<file path="src/rtl/cpu_io_bridge.sv">
// cpu_io_bridge: byte FIFOs between an external producer/consumer and the CPU input_port/OUT pins
module cpu_io_bridge #(
  parameter int DEPTH  = 4,
  parameter bit IRQ_EN = 1'b1
) (
  input  logic       clk,
  input  logic       reset,
  input  logic [7:0] ext_in_data,
  input  logic       ext_in_valid,
  output logic       ext_in_ready,
  output logic [7:0] input_port,
  output logic       in_avail,
  input  logic       cpu_in_rd,
  output logic       interrupt,
  input  logic [7:0] OUT,
  input  logic       cpu_out_we,
  output logic [7:0] ext_out_data,
  output logic       ext_out_valid,
  input  logic       ext_out_ready,
  output logic       out_overflow
);
  localparam int AW = $clog2(DEPTH);
  localparam int CW = AW + 1;
  logic [7:0]    in_mem  [DEPTH];
  logic [7:0]    out_mem [DEPTH];
  logic [AW-1:0] in_wr, in_rd, out_wr, out_rd;
  logic [CW-1:0] in_cnt, out_cnt;
  logic          announced, in_push, in_pop, out_push, out_pop, out_full;
  always_comb begin
    ext_in_ready  = in_cnt != CW'(DEPTH);
    in_avail      = in_cnt != '0;
    input_port    = in_avail ? in_mem[in_rd] : 8'h00;
    in_push       = ext_in_valid && ext_in_ready;
    in_pop        = cpu_in_rd && in_avail;
    out_full      = out_cnt == CW'(DEPTH);
    ext_out_valid = out_cnt != '0;
    ext_out_data  = ext_out_valid ? out_mem[out_rd] : 8'h00;
    out_push      = cpu_out_we && !out_full;
    out_pop       = ext_out_valid && ext_out_ready;
  end
  always_ff @(posedge clk) begin
    if (in_push) in_mem[in_wr] <= ext_in_data;
    if (out_push) out_mem[out_wr] <= OUT;
  end
  // a pop on the announce edge suppresses the pulse; the new head is announced next edge
  always_ff @(posedge clk or negedge reset) begin
    if (!reset) begin
      in_wr        <= '0;
      in_rd        <= '0;
      in_cnt       <= '0;
      out_wr       <= '0;
      out_rd       <= '0;
      out_cnt      <= '0;
      out_overflow <= 1'b0;
      interrupt    <= 1'b0;
      announced    <= 1'b0;
    end else begin
      if (in_push) in_wr <= in_wr + AW'(1);
      if (in_pop) in_rd <= in_rd + AW'(1);
      in_cnt <= in_cnt + CW'(in_push) - CW'(in_pop);
      if (out_push) out_wr <= out_wr + AW'(1);
      if (out_pop) out_rd <= out_rd + AW'(1);
      out_cnt <= out_cnt + CW'(out_push) - CW'(out_pop);
      if (cpu_out_we && out_full) out_overflow <= 1'b1;
      interrupt <= IRQ_EN && in_avail && !announced && !in_pop;
      announced <= in_pop ? 1'b0 : (announced || (IRQ_EN && in_avail));
    end
  end
endmodule

</file>
<file path="config.mk">
export PLATFORM = sky130hd
export DESIGN_NAME = cpu_io_bridge
export DESIGN_NICKNAME = d
export VERILOG_FILES = /design/src/rtl/cpu_io_bridge.sv
export SDC_FILE = /design/constraint.sdc
export NUM_CORES = 1
export LEC_CHECK = 0
export ABC_AREA = 1
export BUFFER_PORTS_ARGS = -buffer_cell sky130_fd_sc_hd__buf_2
export CAP_MARGIN = 20
export CORE_UTILIZATION = 52
export DETAILED_ROUTE_END_ITERATION = 6
export PLACE_DENSITY = 0.84
export SYNTH_ARGS = -nofsm -noshare
export SYNTH_HDL_FRONTEND = slang
export SYNTH_SLANG_ARGS = --single-unit
</file>
<file path="constraint.sdc">
create_clock -name clk -period 1.9 [get_ports clk]
set_input_delay 0.38 -clock clk [delete_from_list [all_inputs] [get_ports clk]]
set_output_delay 0.38 -clock clk [all_outputs]
set_load 0.02 [all_outputs]
</file>
# After elaboration in Yosys (flattened, before gate mapping)

Memories as Yosys holds them, arrays and structs flattened.
Cells that the tools add are included.

Bits in registers: 17
Bits in latches: 0
Bits in writable memories: 64
Memory bits (read-only): 0
Input bits: 22
Output and inout bits: 21
Word-level logic and storage cells: 41
Memories kept: 2

Memories:

| name    | depth | bits a word | read ports | clocked after memory_dff | write ports | line | text |
|---|---|---|---|---|---|---|---|
| in_mem  | 4     | 8           | 1          | 0                        | 1           | 24   | `logic [7:0] in_mem [DEPTH];` |
| out_mem | 4     | 8           | 1          | 0                        | 1           | 25   | `logic [7:0] out_mem [DEPTH];` |

Add/sub/neg operators: 8
$mul: 0
Div/mod/pow operators: 0
Order comparisons: 0
Equal/unequal tests: 2
Shifts and indexed selects: 0
Mux-type cells: 7
Bitwise logic cells: 0
Reduce and logical (&&, ||, !) cells: 13

Operators with widths:

| kind                                                          | number |
|---|---|
| 8-bit 2-to-1 mux                                              | 2 |
| 2-bit by 1-bit adder with 2-bit output, second input constant | 4 |
| 1-bit logical AND                                             | 7 |
| 3-bit by 1-bit adder with 3-bit output                        | 2 |
| 3-bit nonzero test                                            | 2 |
| 3-bit by 1-bit subtractor with 3-bit output                   | 2 |
| 1-bit 2-to-1 mux                                              | 5 |
| 3-bit equality test, second input constant                    | 1 |
| 1-bit logical NOT                                             | 3 |
| 3-bit inequality test, second input constant                  | 1 |
| 1-bit logical OR                                              | 1 |

# Depth between registers and ports, before layout

Gate-level depths: netlist of run 1.

Depth in word-level cells: 5
Mapped depth: 10
Gate-level depth less buffers: 10

# Worst setup path before layout of run 1

OpenSTA, ideal clock, no wires.

Kind: reg-to-reg
Start: register out_cnt[1]
End: register out_cnt[2]
Setup time: 122 ps
Arrival time: 1926 ps
Required time: 1778 ps
Path slack: -149 ps
Stages on the path, launching flop included: 10
Path buffers: 0
Period minus slack after synthesis: 2049 ps
Cell sequence: dfrtp_1 inv_1 nand3_1 nand2_1 inv_1 ha_1 inv_1 ha_1 fa_1 xnor2_1

Elaborated cells between the ends (all ways): 7
Those cells by class: 2 x add/sub; 1 x eq/ne; 4 x reduce/logical

RTL lines:

| item                                        | line | text |
|---|---|---|
| from (decl)                                 | 27   | `logic [CW-1:0] in_cnt, out_cnt;` |
| from (signal assigned)                      | 63   | `out_cnt <= out_cnt + CW'(out_push) - CW'(out_pop);` |
| 3-bit nonzero test                          | 36   | `ext_out_valid = out_cnt != '0;` |
| named net ext_out_valid                     | 18   | `output logic ext_out_valid,` |
| 1-bit logical AND                           | 39   | `out_pop = ext_out_valid && ext_out_ready;` |
| named net out_pop                           | 28   | `logic announced, in_push, in_pop, out_push, out_pop, out_full;` |
| 3-bit by 1-bit subtractor with 3-bit output | 63   |  |

The timed path passes the listed nets, and every way through them passes these cells.
A chain may end at the register's enable or synchronous reset.

# Worst setup path in the final report of run 1

Start: register in_rd[0]
End: output input_port[3]

Word-level cells in the longest chain between the ends: 2

RTL lines:

| item                   | line | text |
|---|---|---|
| from (decl)            | 26   | `logic [AW-1:0] in_wr, in_rd, out_wr, out_rd;` |
| from (signal assigned) | 59   | `if (in_pop) in_rd <= in_rd + AW'(1);` |
| memory 4 x 8 bit       | --   |  |
| 8-bit 2-to-1 mux       | 32   | `input_port = in_avail ? in_mem[in_rd] : 8'h00;` |
| to (decl)              | 11   | `output logic [7:0] input_port,` |

Every way passes these cells.

==> results.py, run 1 <==
metrics = {
    "outcome": {
        "status": "complete, no violations",
    },
    "timing": {
        "clock-skew-final_ns": 0.00672,
        "slew_viol_final": 0,
        "final_hold_viol_count": 0,
        "setup_viol": 0,
        "worstMarginPinSlew_ns": 0.724,
        "fin_tns_setup_ns": 0,
        "hold-worst-slack_ns": 0.214,
        "max_freq_mhz": 536,
        "fin_crit_ns": 1.87,
        "rsz0062_at_grt": "true",
        "min_period_over_period_pct": 98.3,
        "slew_headroom_pct": 51.5,
    },
    "clock_tree": {
        "clk-insertion-delay-late_ns": 0.35,
        "clockBufferDepth": 2,
        "cts-root-buf": "clkbuf_8",
        "cts_buffers": 9,
        "h-tree-depth": 3,
        "cts_tree": "yes",
        "cts.reportedPaths.clkPinSlew_ns": 0.08,
        "clock_sinks": 81,
    },
    "flow_run": {
        "maxCapViolCount": 0,
    },
    "synthesis": {
        "ys_async_sr_fraction_pct": 21.0,
        "ys_seq_area_share_pct": 62.7,
        "synth_top_area_share_pct": 51.4,
        "synth_nets": 401,
        "synth_edf_count": 64,
        "syn_area_um2": 3740,
        "synth-main-ff-cell": "edfxtp_1",
        "syn_avg_cell_area_um2": 10.2,
        "synth_top_cell_by_area": "edfxtp_1",
        "yosys_register_bits": 81,
        "synth_cell_type_count": 24,
        "ys_warn_count": 0,
        "synth.area.top_cells": "edfxtp_1 51%, dfrtp_1 11%, inv_1 9.3%",
        "syn_inst": 366,
    },
    "finish": {
        "nFillCells": 537,
        "layout.nets": 463,
        "final_layout_size_suffix_gt1_share_pct": 23.3,
        "layout_common_cells": "90 x nand2_1, 88 x inv_1, 64 x edfxtp_1",
        "utilization_pct": 64.8,
        "area_growth_pct": 19.0,
        "antenna_cells": 0,
        "layout_commonest_cell": "nand2_1",
    },
    "detailed_routing": {
        "routed_wl_um": 6870,
        "drt_iter0_markers": 181,
        "ant_nets": 0,
        "vias": 2519,
        "drt_drc_violations_left": 0,
        "dr.pass1.iters": 4,
        "post_drt_wl_per_cell_um": 13.0,
        "via_per_inst": 4.76,
    },
    "power_and_ir_drop": {
        "total_power_uw": 7250,
        "powerDensity_nw_per_um2": 1630,
        "leakage_uw": 0.00212,
        "ir_drop_mv": 0.905,
    },
    "worst_setup_path": {
        "startpoint_type": "flop",
        "required_ns": 1.52,
        "timing.critical_path.mode_cell": "buf_4",
        "crit_chain": "buf_4 > nand2_1 > nand3_1 > a21oi_2 > buf_4",
        "r2r_start": "out_cnt[0]$_DFF_PN0_",
        "end_kind": "primary output",
        "slowest_delay_ns": 0.46,
        "cpMaxStageDelayCell": "dfrtp_2",
        "crit_arrival_ns": 1.49,
        "criticalPathCategory": "reg2out",
        "cp_max_fo": 9,
        "crit_path_start": "in_rd[0]$_DFFE_PN0P_",
    },
    "placed_design": {
        "hpwl_um": 4520,
        "routabilityCongestion": 0.772,
        "port_buffers": 42,
    },
    "hold_path": {
        "min_from": "cpu_in_rd",
        "hold_class": "in2reg",
    },
    "floorplan": {
        "rows": 30,
        "die-area_um2": 7540,
        "start_util_pct": 54.5,
        "dieHeight_um": 86.8,
        "pin_count": 43,
        "core_um2": 6870,
        "die_w_um": 86.8,
    },
    "global_routing": {
        "grt_max_degree": 18,
        "grt.overflow.total": 0,
        "first_global_vias": 2457,
        "grt_antenna_before_repair": 0,
        "grt_first_pass_wirelength_um": 11000,
        "grt_util_all_layers_pct": 20.1,
    },
}
-- worst max-delay path: cells and delay by family, from the launching register on --
kind / cells / cell delay (ns)
flops: 1 / 0.46
buf+inv: 2 / 0.35
simple gates: 2 / 0.16
compound gates: 1 / 0.17
-- timing repair --
item / CTS / global route
hold buffers: 1 / 0
gates resized for setup: 11 / 24
endpoints found under the hold margin: 17 / 0
setup buffers: 1 / 1
cloned: 0 / 0
pin swaps: 1 / 3
endpoints found under the setup margin: 10 / 19
-- sequential cells by signal (all words and copies together) (netlist names), 2 cells and up, named ones only --
| name | cells |
|---|---|
| in_cnt | 3 |
| in_mem | 32 |
| in_rd | 2 |
| in_wr | 2 |
| out_cnt | 3 |
| out_mem | 32 |
| out_rd | 2 |
| out_wr | 2 |
-- worst paths after layout --
| check | to | slack (ns) | cells after the start |
|---|---|---|---|
| max reg2reg | out_cnt[2]$_DFF_PN0_ | 0.08 | 9 |
| min | interrupt$_DFF_PN0_ | 0.21 | 2 |
| max | input_port[3] | 0.03 | 5 |
| max in group asynchronous | in_rd[0]$_DFFE_PN0P_ | 1.11 | 2 |
| min reg2reg | interrupt$_DFF_PN0_ | 0.45 | 1 |
| min in group asynchronous | in_wr[0]$_DFFE_PN0P_ | 0.48 | 2 |
-- stage by stage --
stage / std cells / instance area, um2 / worst slack (ns)
4_1_cts: 528 / 4370 / 0.00219
3_3_place_gp: 510 / 4100 / 0.0848
6_report: 529 / 4450 / 0.0332
5_1_grt: 529 / 4450 / -0.0614
2_1_floorplan: 366 / 3750 / 0.00786
3_5_place_dp: 510 / 4100 / 0.0346
-- synth_stat cells, types with 2 or more instances --
cell type and n:
nand3_2 2, dfrtp_1 17, xnor2_1 3, inv_6 2
nand2_4 2, a21oi_1 15, o21ai_0 2, nor2_1 11
edfxtp_1 64, inv_1 93, fa_1 2, nand2_2 3
nand2_1 91, buf_6 5, nand3_1 35, ha_1 11
-- cell families (layout without fill, tap and decap cells) --
family                     Yosys count  after routing  share of synthesized area (%)
adders and majority gates           13             13                           4.75
DFF                                 81             81                           62.7
AOI/OAI and AO/OA                   19             19                           2.71
buffers and inverters              104            171                           12.2
and+or+nand+nor                    145            145                           16.7
xor gates and xnor gates             4              4                          0.936
-- layer usage --
layer  track usage [%]  up-vias  routed length [um]
met5                 0        -                   0
met4              10.0        0                 122
met3              4.19       10                 255
met2              38.4       45                3830
met1              20.6     1209                2660
li1                  -     1255                   -
-- power breakdown --
| part | leakage (uW) | internal, uW | switching [uW] | total [uW] |
|---|---|---|---|---|
| sequential | 0.000784 | 2400 | 235 | 2630 |
| clock | 0.000109 | 740 | 620 | 1360 |
| combinational | 0.00123 | 1250 | 2010 | 3260 |
-- final cells by class --
cell class | count | area (um2) | area share [%]
sequential | 81 | 2350 | 52.8
multi-input combinational | 181 | 992 | 22.3
timing repair buffer | 59 | 390 | 8.76
inverter | 96 | 383 | 8.60
clock buffer | 9 | 124 | 2.78
tap | 96 | 120 | 2.70
clock inverter | 7 | 93.8 | 2.11
Note: power is estimated with default switching activity, not from simulation.
==> inputs of run 2 (changes only) <==
--- a/config.mk
+++ b/config.mk
@@ -6,10 +6,10 @@
 export NUM_CORES = 1
 export LEC_CHECK = 0
 export ABC_AREA = 1
-export BUFFER_PORTS_ARGS = -buffer_cell sky130_fd_sc_hd__buf_2
 export CAP_MARGIN = 20
-export CORE_UTILIZATION = 52
+export CORE_UTILIZATION = 57
 export DETAILED_ROUTE_END_ITERATION = 6
+export DONT_BUFFER_PORTS = 1
 export PLACE_DENSITY = 0.84
 export SYNTH_ARGS = -nofsm -noshare
 export SYNTH_HDL_FRONTEND = slang
==> constraint.sdc (replaced) <==
create_clock -name clk -period 1.9 [get_ports clk]
set_input_delay 0 -clock clk [delete_from_list [all_inputs] [get_ports clk]]
set_output_delay 0 -clock clk [all_outputs]
set_load 0.02 [all_outputs]
==> results.py, run 2 (same netlist as run 1, synthesis figures left out) <==
metrics = {
    "worst_setup_path": {
        "cp_max_fo": 8,
        "end_kind": "flop",
        "criticalPathCategory": "reg2reg",
        "required_ns": 2.15,
        "crit_arrival_ns": 2.04,
        "startpoint_type": "flop",
    },
    "finish": {
        "layout_commonest_cell": "nand2_1",
        "area_growth_pct": 16.3,
        "nFillCells": 456,
        "final_layout_size_suffix_gt1_share_pct": 12.5,
        "layout.nets": 447,
        "antenna_cells": 0,
        "utilization_pct": 68.6,
        "layout_common_cells": "91 x nand2_1, 90 x inv_1, 64 x edfxtp_1",
        "seqCellArea_um2": 2350,
        "reg.largest.list": "in_mem: 32 flops, out_mem: 32 flops",
        "multi_input_area_um2": 958,
        "finalNonFillerCells": 492,
    },
    "timing": {
        "fin_tns_setup_ns": 0,
        "fin_crit_ns": 1.80,
        "max_freq_mhz": 557,
        "slew_viol_final": 0,
        "slew_headroom_pct": 45.2,
        "clock-skew-final_ns": 0.00520,
        "setup_ws_ns": 0.105,
        "setup_viol": 0,
        "min_period_over_period_pct": 94.5,
        "final_hold_viol_count": 0,
        "rsz0062_at_grt": "false",
        "worstMarginPinSlew_ns": 0.820,
    },
    "floorplan": {
        "start_util_pct": 58.9,
        "rows": 29,
        "dieHeight_um": 83.0,
        "core_um2": 6350,
        "pin_count": 43,
        "die_w_um": 83.0,
        "die-area_um2": 6890,
    },
    "placed_design": {
        "port_buffers": 0,
        "routabilityCongestion": 0.801,
        "pre_cts_slack_ns": 0.0934,
        "hpwl_um": 4450,
        "placed_cells": 456,
    },
    "flow_run": {
        "maxCapViolCount": 0,
    },
    "clock_tree": {
        "cts.reportedPaths.clkPinSlew_ns": 0.08,
        "cts-root-buf": "clkbuf_8",
        "clockBufferDepth": 2,
        "cts_buffers": 9,
        "clk-insertion-delay-late_ns": 0.35,
        "clock_sinks": 81,
        "h-tree-depth": 3,
        "cts_tree": "yes",
    },
    "global_routing": {
        "grt_antenna_before_repair": 0,
        "grt.overflow.total": 0,
        "grt_util_all_layers_pct": 21.7,
        "first_global_vias": 2455,
        "met3_usage_pct": 5.57,
        "grt_use_met1_pct": 23.3,
        "grt_first_pass_wirelength_um": 11400,
        "grtUsageMet2_pct": 39.7,
        "grt_busiest_layer": "met2",
        "grt_max_degree": 18,
    },
    "detailed_routing": {
        "drt_drc_violations_left": 0,
        "vias": 2427,
        "post_drt_wl_per_cell_um": 13.8,
        "ant_nets": 0,
        "routed_wl_um": 6770,
        "dr.pass1.iters": 5,
        "drt_iter0_markers": 97,
        "via_per_inst": 4.93,
    },
    "power_and_ir_drop": {
        "leakage_uw": 0.00205,
        "powerDensity_nw_per_um2": 1550,
        "ir_drop_mv": 1.10,
    },
    "outcome": {
        "status": "complete, no violations",
    },
    "hold_path": {
        "hold_class": "in2async",
    },
}
## run 2: cell count changes in the layout (fill, tap and decap cells not counted), moves of 3 or more
cell           change
dlygate4sd3_1     +20
a21oi_2            -7
buf_2             -30
a21oi_1            +7
buf_4              -3
## run 2: per-layer routing
layer  vias to the layer above  wire length (um)
met1                      1111              2420
met3                        20               374
met5                         -                 0
met2                        71              3780
met4                         0               184
li1                       1225                 -
## run 2: worst paths after layout
path                                startpoint                   end  slack [ns]  depth (start not counted)
setup / recovery           in_cnt[1]$_DFF_PN0_   in_cnt[1]$_DFF_PN0_        0.10                          9
hold / removal                           reset  in_wr[1]$_DFFE_PN0P_        0.14                          1
setup reg to reg           in_cnt[1]$_DFF_PN0_   in_cnt[1]$_DFF_PN0_        0.10                          9
hold reg to reg                           flop   interrupt$_DFF_PN0_        0.44                          1
max in group asynchronous                reset   in_cnt[1]$_DFF_PN0_        1.26                          1
min in group clk                     cpu_in_rd   interrupt$_DFF_PN0_        0.33                          2
## run 2: stage by stage
step | total power (uW) | cell area (um2) | hold WS (ns)
after floorplan | 4740 | 3750 | -0.296
after global placement | 5200 | 3920 | -0.295
after detailed placement | 5340 | 3920 | -0.295
after CTS | 6700 | 4340 | 0.173
after global routing | 7200 | 4350 | 0.217
final | 6740 | 4350 | 0.141
## run 2: timing repair
action / CTS / global route
hold buffers: 21 / 0
hold endpoints to repair: 92 / 0
endpoints found under the setup margin: 0 / 3
resized for setup: 0 / 6
buffers inserted: 0 / 1
## run 2: layout make-up
cell class                      count  area share [%]
Multi-Input combinational cell    181            22.0
Inverter                           96            8.51
Tap cell                           77            2.21
Clock inverter                      5            1.87
Clock buffer                        9            2.84
Sequential cell                    81            53.9
Timing Repair Buffer               43            8.62
## run 2: report_power, final
group          switching (uW)  internal [uW]
logic                    1840            905
clock network             592            727
registers                 281           2400
total                    2710           4030
## run 2: worst max-delay path, cell delays in order, from the launching register on
cell	delay, ns
dfrtp_2	0.44
nor2_4	0.13
nand2_1	0.11
nand2_4	0.12
nand2_1	0.09
nand2_1	0.07
ha_1	0.14
inv_1	0.05
fa_1	0.49
inv_1	0.05
